--- src/rtl/conv_encoder_frame.sv ---
// conv_encoder_frame: frame-aware rate-1/2 convolutional encoder with zero-tail termination
//
// Parameters:
//   K   constraint length (3..9); the shift register holds K-1 previous bits
//   G0  generator 0, K bits; bit K-1 taps the current input bit
//   G1  generator 1, same tap ordering as G0
// Ports:
//   clk, rst_n           clock (rising edge), asynchronous active-low reset
//   s_valid/s_ready      input bit handshake; s_data is the bit, s_last ends a frame
//   m_valid/m_ready      output symbol handshake
//   m_data[1:0]          encoded symbol {d1, d0}
//   m_keep[1:0]          per-bit keep mask for the downstream packer
//   m_last               final tail symbol of a frame
//   busy                 high while terminating a frame or holding a symbol
// Optional feature macro:
//   CONV_ENC_PUNCT_EN    rate-2/3 puncturing via m_keep (11/01 alternating per frame)
module conv_encoder_frame #(
    parameter int         K  = 4,
    parameter logic [K-1:0] G0 = 4'b1011,
    parameter logic [K-1:0] G1 = 4'b1101
) (
    input  logic       clk,
    input  logic       rst_n,
    input  logic       s_valid,
    output logic       s_ready,
    input  logic       s_data,
    input  logic       s_last,
    output logic       m_valid,
    input  logic       m_ready,
    output logic [1:0] m_data,
    output logic [1:0] m_keep,
    output logic       m_last,
    output logic       busy
);
    localparam int CW = $clog2(K);

    typedef enum logic {DATA, TAIL} state_t;

    state_t        state_q, state_d;
    logic [K-2:0]  sr_q, sr_d;
    logic [CW-1:0] cnt_q, cnt_d;
    logic          m_valid_q, m_valid_d;
    logic [1:0]    m_data_q, m_data_d;
    logic          m_last_q, m_last_d;
    logic          slot, beat, in_bit, tail_end;
    logic [K-1:0]  w;

    always_comb begin
        // The output register can take a new symbol when empty or draining this cycle
        slot      = !m_valid_q || m_ready;
        s_ready   = (state_q == DATA) && slot;
        beat      = (state_q == DATA) ? (s_valid && s_ready) : slot;
        in_bit    = (state_q == DATA) ? s_data : 1'b0;
        w         = {in_bit, sr_q};
        tail_end  = (state_q == TAIL) && (cnt_q == CW'(K - 2));
        state_d   = state_q;
        sr_d      = sr_q;
        cnt_d     = cnt_q;
        m_data_d  = m_data_q;
        m_last_d  = m_last_q;
        m_valid_d = beat || (m_valid_q && !m_ready);
        if (beat) begin
            m_data_d = {^(w & G1), ^(w & G0)};
            m_last_d = tail_end;
            sr_d     = tail_end ? '0 : w[K-1:1];
            if (state_q == DATA) begin
                state_d = s_last ? TAIL : DATA;
            end else begin
                state_d = tail_end ? DATA : TAIL;
                cnt_d   = tail_end ? '0 : cnt_q + 1'b1;
            end
        end
    end

    always_ff @(posedge clk or negedge rst_n) begin
        if (!rst_n) begin
            state_q   <= DATA;
            sr_q      <= '0;
            cnt_q     <= '0;
            m_valid_q <= 1'b0;
            m_data_q  <= 2'b00;
            m_last_q  <= 1'b0;
        end else begin
            state_q   <= state_d;
            sr_q      <= sr_d;
            cnt_q     <= cnt_d;
            m_valid_q <= m_valid_d;
            m_data_q  <= m_data_d;
            m_last_q  <= m_last_d;
        end
    end

`ifdef CONV_ENC_PUNCT_EN
    logic       phase_q, phase_d;
    logic [1:0] m_keep_q, m_keep_d;

    // Phase restarts at 0 after each frame's final tail symbol so every frame begins with 11
    always_comb begin
        phase_d  = phase_q;
        m_keep_d = m_keep_q;
        if (beat) begin
            m_keep_d = phase_q ? 2'b01 : 2'b11;
            phase_d  = tail_end ? 1'b0 : !phase_q;
        end
    end

    always_ff @(posedge clk or negedge rst_n) begin
        if (!rst_n) begin
            phase_q  <= 1'b0;
            m_keep_q <= 2'b11;
        end else begin
            phase_q  <= phase_d;
            m_keep_q <= m_keep_d;
        end
    end

    assign m_keep = m_keep_q;
`else
    assign m_keep = 2'b11;
`endif

    assign m_valid = m_valid_q;
    assign m_data  = m_data_q;
    assign m_last  = m_last_q;
    assign busy    = (state_q == TAIL) || m_valid_q;

endmodule

--- config.mk ---
export PLATFORM = sky130hd
export DESIGN_NAME = conv_encoder_frame
export DESIGN_NICKNAME = d
export VERILOG_FILES = /design/src/rtl/conv_encoder_frame.sv
export SDC_FILE = /design/constraint.sdc
export NUM_CORES = 1
export LEC_CHECK = 0
export ABC_CLOCK_PERIOD_IN_PS = 1560
export BUFFER_PORTS_ARGS = -buffer_cell sky130_fd_sc_hd__buf_2
export CAP_MARGIN = 20
export CORE_MARGIN = 8
export CORE_UTILIZATION = 25
export CTS_BUF_LIST = sky130_fd_sc_hd__clkbuf_8
export CTS_CLUSTER_DIAMETER = 200
export DETAILED_ROUTE_END_ITERATION = 8
export REMOVE_ABC_BUFFERS = 1
export SYNTH_ARGS = -nofsm -noshare
export SYNTH_HDL_FRONTEND = slang
export SYNTH_SLANG_ARGS = --single-unit
--- constraint.sdc ---
create_clock -name clk -period 1.56 [get_ports clk]
set_input_delay 0.39 -clock clk [delete_from_list [all_inputs] [get_ports clk]]
set_output_delay 0.39 -clock clk [all_outputs]
set_load 0.01 [all_outputs]
==> results of run 1 <==
-- state kept, by name (all words and copies together) (netlist names) --
| register | count |
|---|---|
| cnt_q | 2 |
| m_data | 2 |
| m_last | 1 |
| m_valid | 1 |
| sr_q | 3 |
| state_q | 1 |
-- routing by layer --
metal	up-vias	GRT usage (%)	part of all wire [%]
met3	0	4.73	8.0
met5	-	0	0
li1	175	-	-
met4	0	0.974	0
met1	160	6.46	50
met2	12	7.37	42
-- stage by stage --
stage          total power [mW]  util, %  cell area (sq um)
2_1_floorplan             0.829        -                508
3_3_place_gp              0.966     30.5                604
3_5_place_dp              0.967     30.5                604
4_1_cts                    1.29     33.3                659
5_1_grt                    1.36     33.3                659
6_report                   1.28     33.3                659
-- critical path, delay by kind of cell, from the launching register on --
family                 cells  cell delay (ns)
buffers and inverters      1             0.14
AND/OR/NAND/NOR            1             0.28
flip-flops                 1             0.42
-- layout make-up --
cell class,count,area [sq um]
Clock buffer,4,55.1
Tap cell,27,33.8
Fill cell,200,1320
Multi-Input combinational cell,29,254
Timing Repair Buffer,12,62.6
Sequential cell,10,250
Inverter,1,3.75
-- kinds of logic after synthesis --
family / after synthesis / synth area share [%]
compound gates: 11 / 16.7
mux: 3 / 7.07
flops: 10 / 47.2
simple gates: 11 / 14.2
other cells: 1 / 0.707
xor+xnor: 2 / 8.49
buf+inv: 4 / 5.66
-- power breakdown --
part	internal, mW	leakage (nW)	switching [mW]
clock	0.222	0.0288	0.0975
combinational	0.293	0.167	0.211
sequential	0.371	0.124	0.0837
total	0.886	0.320	0.392
-- how the worst max path moves through the flow --
stage	end	slack, ns	depth (start not counted)
5_1_grt	s_ready	0.04	3
6_report	busy	0.1	2
2_1_floorplan	busy	0.34	1
3_3_place_gp	s_ready	0.34	4
3_5_place_dp	s_ready	0.33	4
4_1_cts	busy	0.08	2
-- placed cells by master, fill, tap and decap left out --
cell,synthesis,layout
dfrtp_1,10,10
nand2_2,1,1
a31oi_1,1,1
nand2b_4,1,1
and2b_1,1,1
o21ai_4,1,1
and3_1,1,1
mux2_2,2,2
inv_1,1,1
buf_4,2,1
a311oi_2,1,1
o21ai_1,2,2
xnor3_1,2,2
conb_1,1,2
or3_1,1,1
nor2b_4,1,1
a22o_1,3,3
nor2_1,4,4
mux2_4,1,1
a21oi_1,1,1
o21ai_0,2,2
clkbuf_8,0,4
buf_2,0,11
or2_2,1,1
==> metrics list, run 1 <==
* Status: completed
- For this block, the initial DRC count from the detailed router was 5.
- Yosys mapped a number of flops with a built-in enable equal to 0.
* Number of antenna diodes: 0
* Final Hold Viols: 0
* Most instantiated cells after synthesis: dfrtp_1 (10), nor2_1 (4), a22o_1 (3)
* Share of the clock period used by the worst path: between 90% and 100%
- # setup viols final: 0
* # H-tree levels: 1
* Number of buffers inserted by post-CTS setup repair: 0
* Smallest hold slack: 0.00447 ns
- The die covers about 0.0039 sq mm.
* Number of synthesized register bits: 10
- Data required time at the worst endpoint: around 1.2 ns
* Post-layout minimum cycle time: between 1 and 1.5 ns
* Async S/R FF share, synth: 100%
- Global routing finished with a remaining overflow of 0.
- The number of cells on the worst reg-to-reg path is 4.
* Die width: 62.1 microns
- Type of the worst setup path: reg -> out
* Mapped Area: about 530 sq um
- Maximum VDD drop: 1080 uV
- For this configuration, the core starts out at a cell density of a little over a quarter.
* Synth top area share: between 40% and 50%
* Slowest library cell on the worst path: dfrtp_1
- Crit path max fanout: 4
* R2r setup slk: ~0.33 ns
- The worst setup path is launched from a register.
* Final Net Count: 63
- In the synthesized netlist the dominant register cell turns out to be dfrtp_1.
- Cells after synthesis: 42
- PwrDens: around 1900 mW/mm^2
- Post-detailed-routing wire length: 899 microns
- Syn avg cell area: around 13 sq um
- Clock Skews: around 0.0062 ns
- Sink Count: 10
- Maximum Capacitance Violations: 0
- Crit path setup slack, layout: just under 0.1 ns
- Post-detailed-route wirelength per cell: 10.8 microns
* Root buf cell: clkbuf_8
- Cell type with the highest aggregate area in the netlist: dfrtp_1
* Kind of path behind the tightest hold check: in -> async
- Clock Latency Late Sink: around 0.23 ns
- Counting tap cells, the placed design contains a total of slightly below 80 instances.
- Based on the critical path, the design can be clocked at up to around 680 MHz.
* Total CTS buffers: 3
- Post-detailed-route count of antenna-violating nets: 0
- The worst register-to-register path ends at m_data[0].
- Total negative slack: 0 ns
* Worst Setup End Kind: primary output
- Across every metal layer, demand over resource in global routing totals 5.48%.
- Clock transition at the registers of the reported paths: about 0.05 ns
- Detailed routing inserted a total of 347 vias.
- The analysis attributes to cell leakage a power of between 0.3 and 0.4 nW.
- Cells with a size suffix above 1 make up between 40 and 50% of the layout.
* Post-cts sizing count: 0
* Top-Level Pins: 14
- The floorplan has 16 rows.
- Placeable Area: about 0.0020 sq mm
* Sequential area share after synthesis: a little under half
- Maximum single-stage delay on the critical path: 0.42 ns
- Count of synthesis-stage warnings from yosys: 0
- Arrival time worst endpoint: 1.07 ns
- Setup repair after global routing left no endpoint under its margin.
- Critical-path cell list: or2_2, buf_2
- Final instance count without filler cells: 83
* Routed vias/inst: 4.18
- Reg-to-Reg Start: state_q
- Initial antenna violation count: 0
- First-pass DRT Iterations: 4
* Cell types with the largest area share after synthesis: dfrtp_1 (47%), xnor3_1 (8.5%), a22o_1 (5.0%)
- The congestion estimate from routability-driven global placement came to 0.750.
* First-pass GRT wire length: ~1500 microns
- Die Y: approximately 62 microns
- Largest net degree at the start of global routing: 11
- Number of distinct library cells after synthesis: 23
- Final routed DRC violation total: 0
- PortBufs: 11
* Maximum buffer depth of the clock tree: 2
- Compared with the post-synthesis result, the final layout area differs by 24.3%.
- Most common cell in the synthesized netlist: dfrtp_1
- Vias in the first global route: 331
* # hold bufs at CTS: 0
* Origin of the worst setup path: m_valid
* Pre-CTS setup slack: 0.329 ns
* Max-slew violation count: 0
- TritonCTS built the clock tree.
(Power assumes the default switching activity.)
==> run 2, diff against run 1 <==
==> constraint.sdc (replaced) <==
create_clock -name clk -period 1.56 [get_ports clk]
set_input_delay 0.156 -clock clk [delete_from_list [all_inputs] [get_ports clk]]
set_output_delay 0.156 -clock clk [all_outputs]
set_load 0.01 [all_outputs]
==> run 2 against run 1 <==
- first-iteration DRC count up 20%
- sequential share of layout area up 0.66 points
- cell count down 1.2%
- hold slack better by 0.21 ns
- combinational power down 9.9%
==> metrics list, run 2 (synthesized netlist as in run 1, its figures left out) <==
* Type of element launching the critical path: register
- The library cell used most frequently in the layout, excluding fill and tap cells, is buf_2.
- The combinational fraction of design power is 38.0% (-1.4 points).
- The antenna diode instance count was 0 (unchanged).
* Hold Path Depth: 2
- Number of cell instances on the worst register-to-register path: 3 (-1)
* Post-detailed-routing wire length: 939 microns (+4.4%)
* Status: completed
* Total CTS buffers: 3 (unchanged)
- Number of cell rows: 16 (unchanged)
* Total negative slack: 0 ns (unchanged)
* Maximum Capacitance Violations: 0 (unchanged)
* Root buf cell: clkbuf_8
- In this run the most critical hold path is launched from s_valid.
* Post-layout minimum cycle time: 1.37 ns (-0.0896 ns)
- The switching share of power was 31.5% (+0.81 points).
- The placement-stage worst setup slack is 0.327 ns (-0.00258 ns).
- The detailed-router iteration count before antenna repair came to 4 (unchanged).
- The ratio of routed vias to standard cells came to 4.28 (+2.4%).
- Total chip power: 1.19 mW (-6.6%)
* PortBufs: 11 (unchanged)
- The worst vdd rail ir drop came to 790 uV (-27%).
- Vias in the first global route: 379 (+15%)
* Type of the worst setup path: reg -> out
- Remaining global-route overflow: 0 (unchanged)
* Post-detailed-route wirelength per cell: 11.5 microns (+5.7%)
- The top achievable clock speed is 728 MHz (+6.5%).
- The DRC violation count after routing is 0 (unchanged).
- Data required time at the worst endpoint: 1.40 ns (+0.23 ns)
- The die width is 62.1 microns (unchanged).
* Post-detailed-route count of antenna-violating nets: 0 (unchanged)
* PwrDens: 1840 mW/mm^2 (-4.9%)
- The H-tree level count was 1 (unchanged).
- Max-slew violation count: 0 (unchanged)
- Total die area: 0.00385 sq mm (unchanged)
- Crit path max fanout: 11 (+7)
- Clock transition at the registers of the reported paths: 0.04 ns (about the same)
* R2r setup slk: 0.31 ns (-0.02 ns)
* Number of flip-flops under the largest register name: 3 (unchanged)
* Maximum buffer depth of the clock tree: 2 (unchanged)
* Placeable Area: 0.00198 sq mm (unchanged)
- The initial DRC count is 6 (+1).
- The count of buffers added by post-CTS timing repair for setup is 0 (unchanged).
* Estimated wirelength of the detail-placed design: 746 microns
- Kind of path behind the tightest hold check: in -> reg
- Via count of the routed design: 351 (+1.2%)
- STA classifies the critical path endpoint as a primary output.
- Initial antenna violation count: 0 (unchanged)
- Capture endpoint of the worst hold path: m_valid
* Starting density of the core: 26.8% (unchanged)
- The total routing usage reported by global routing was 6.11% (+0.63 points).
- First-pass GRT wire length: 1640 microns (+11%)
* Area Growth Syn to Fin: 22.2%
- Clock tree from TritonCTS: yes
* Critical register-to-register path endpoint: m_data[0]
- The final critical-path share of the clock period came to 88.0% (-5.7 points).
- Clock Power Share: 20.9% (-4.1 points)
- The fill cell instance count of the final layout is 202 (+1.0%).
- Die Y: 62.1 microns (unchanged)
- Final Hold Viols: 0 (unchanged)
- The sequential group share of total power was 41.1% (+5.5 points).
* Top register by number of flip-flops: sr_q
- The CTS sink count was 10 (unchanged).
- Final Net Count: 63 (unchanged)
* Switching power of the nets: 0.376 mW (-4.1%)
- The weighted congestion reported at the end of routability-driven placement came to 0.738 (-1.6%).
* Clock Latency Late Sink: 0.23 ns (about the same)
- The count of boundary I/O pins was 14 (unchanged).
- Setup repair after global routing left no endpoint under its margin.
* Most used cells in the layout excluding fill and tap cells: buf_2 (11), dfrtp_1 (10), nor2_1 (4)
* Arrival time worst endpoint: 1.22 ns (+0.15 ns)
- P_int: 0.818 mW (-7.6%)
- The layout cell share with drive strength beyond 1 was 41.8% (-2.8 points).
* Crit path setup slack, layout: 0.187 ns (+0.0896 ns)
- Largest net degree at the start of global routing: 12 (+1)
- Reg-to-Reg Start: state_q
- # setup viols final: 0 (unchanged)
- The leakage power figure is 0.312 nW (-2.4%).
- Clock Skews: 0.000146 ns (-0.00606 ns)
run 2: cell types whose count changed in the layout (fill, tap and decap cells not counted):
cell,before,now
clkbuf_8,4,3
dlygate4sd3_1,0,1
buf_4,1,0
run 2: worst max-delay path by stage:
stage                      endpoint     from  cells past startpoint  slack (ns)
final                          busy  state_q                      2        0.19
after global routing           busy  state_q                      2        0.12
after CTS                      busy  state_q                      2        0.17
after detailed placement  m_data[0]  state_q                      3        0.33
after global placement    m_data[1]  state_q                      3        0.34
after floorplan             sr_q[2]  state_q                      2        0.42
run 2: per-layer routing:
layer	global-route usage (%)	vias to the layer above	routed length [microns]
li1	-	169	-
met1	6.21	164	396
met2	9.29	16	434
met3	4.94	2	98
met4	1.95	0	9
met5	0	-	0
run 2: power groups by stage:
| stage | registers [mW] | clock network, mW | logic, mW |
|---|---|---|---|
| final | 0.491 | 0.250 | 0.453 |
| after global routing | 0.513 | 0.281 | 0.504 |
| after CTS | 0.492 | 0.264 | 0.460 |
| after detailed placement | 0.496 | 0 | 0.454 |
| after global placement | 0.492 | 0 | 0.450 |
| after floorplan | 0.491 | 0 | 0.338 |
run 2: through the flow:
stage / util, % / hold slack [ns] / cells / area, sq um
global placement: 30.1 / 0.0266 / 78 / 597
CTS: 32.7 / 0.204 / 82 / 648
finish: 32.7 / 0.211 / 82 / 648
floorplan: - / -0.140 / 40 / 508
detailed placement: 30.1 / 0.0312 / 78 / 597
global route: 32.7 / 0.207 / 82 / 648
run 2: repair_timing:
action / in CTS / in global routing
resized for setup: 0 / 0
hold buffers: 1 / 0
endpoints found under the hold margin: 10 / 0
run 2: final cells by class:
class                   instances  area (sq um)  share of cell area, %
multi-input cells              29           254                   39.2
flip-flops and latches         10           250                   38.6
well taps                      27          33.8                   5.21
repair buffers                 12          65.1                   10.0
inverters                       1          3.75                  0.579
clock buffers                   3          41.3                   6.37
run 2: worst max-delay path: stages (launching register included):
cell,delay (ns)
dfrtp_1,0.51
or2_2,0.34
buf_2,0.14
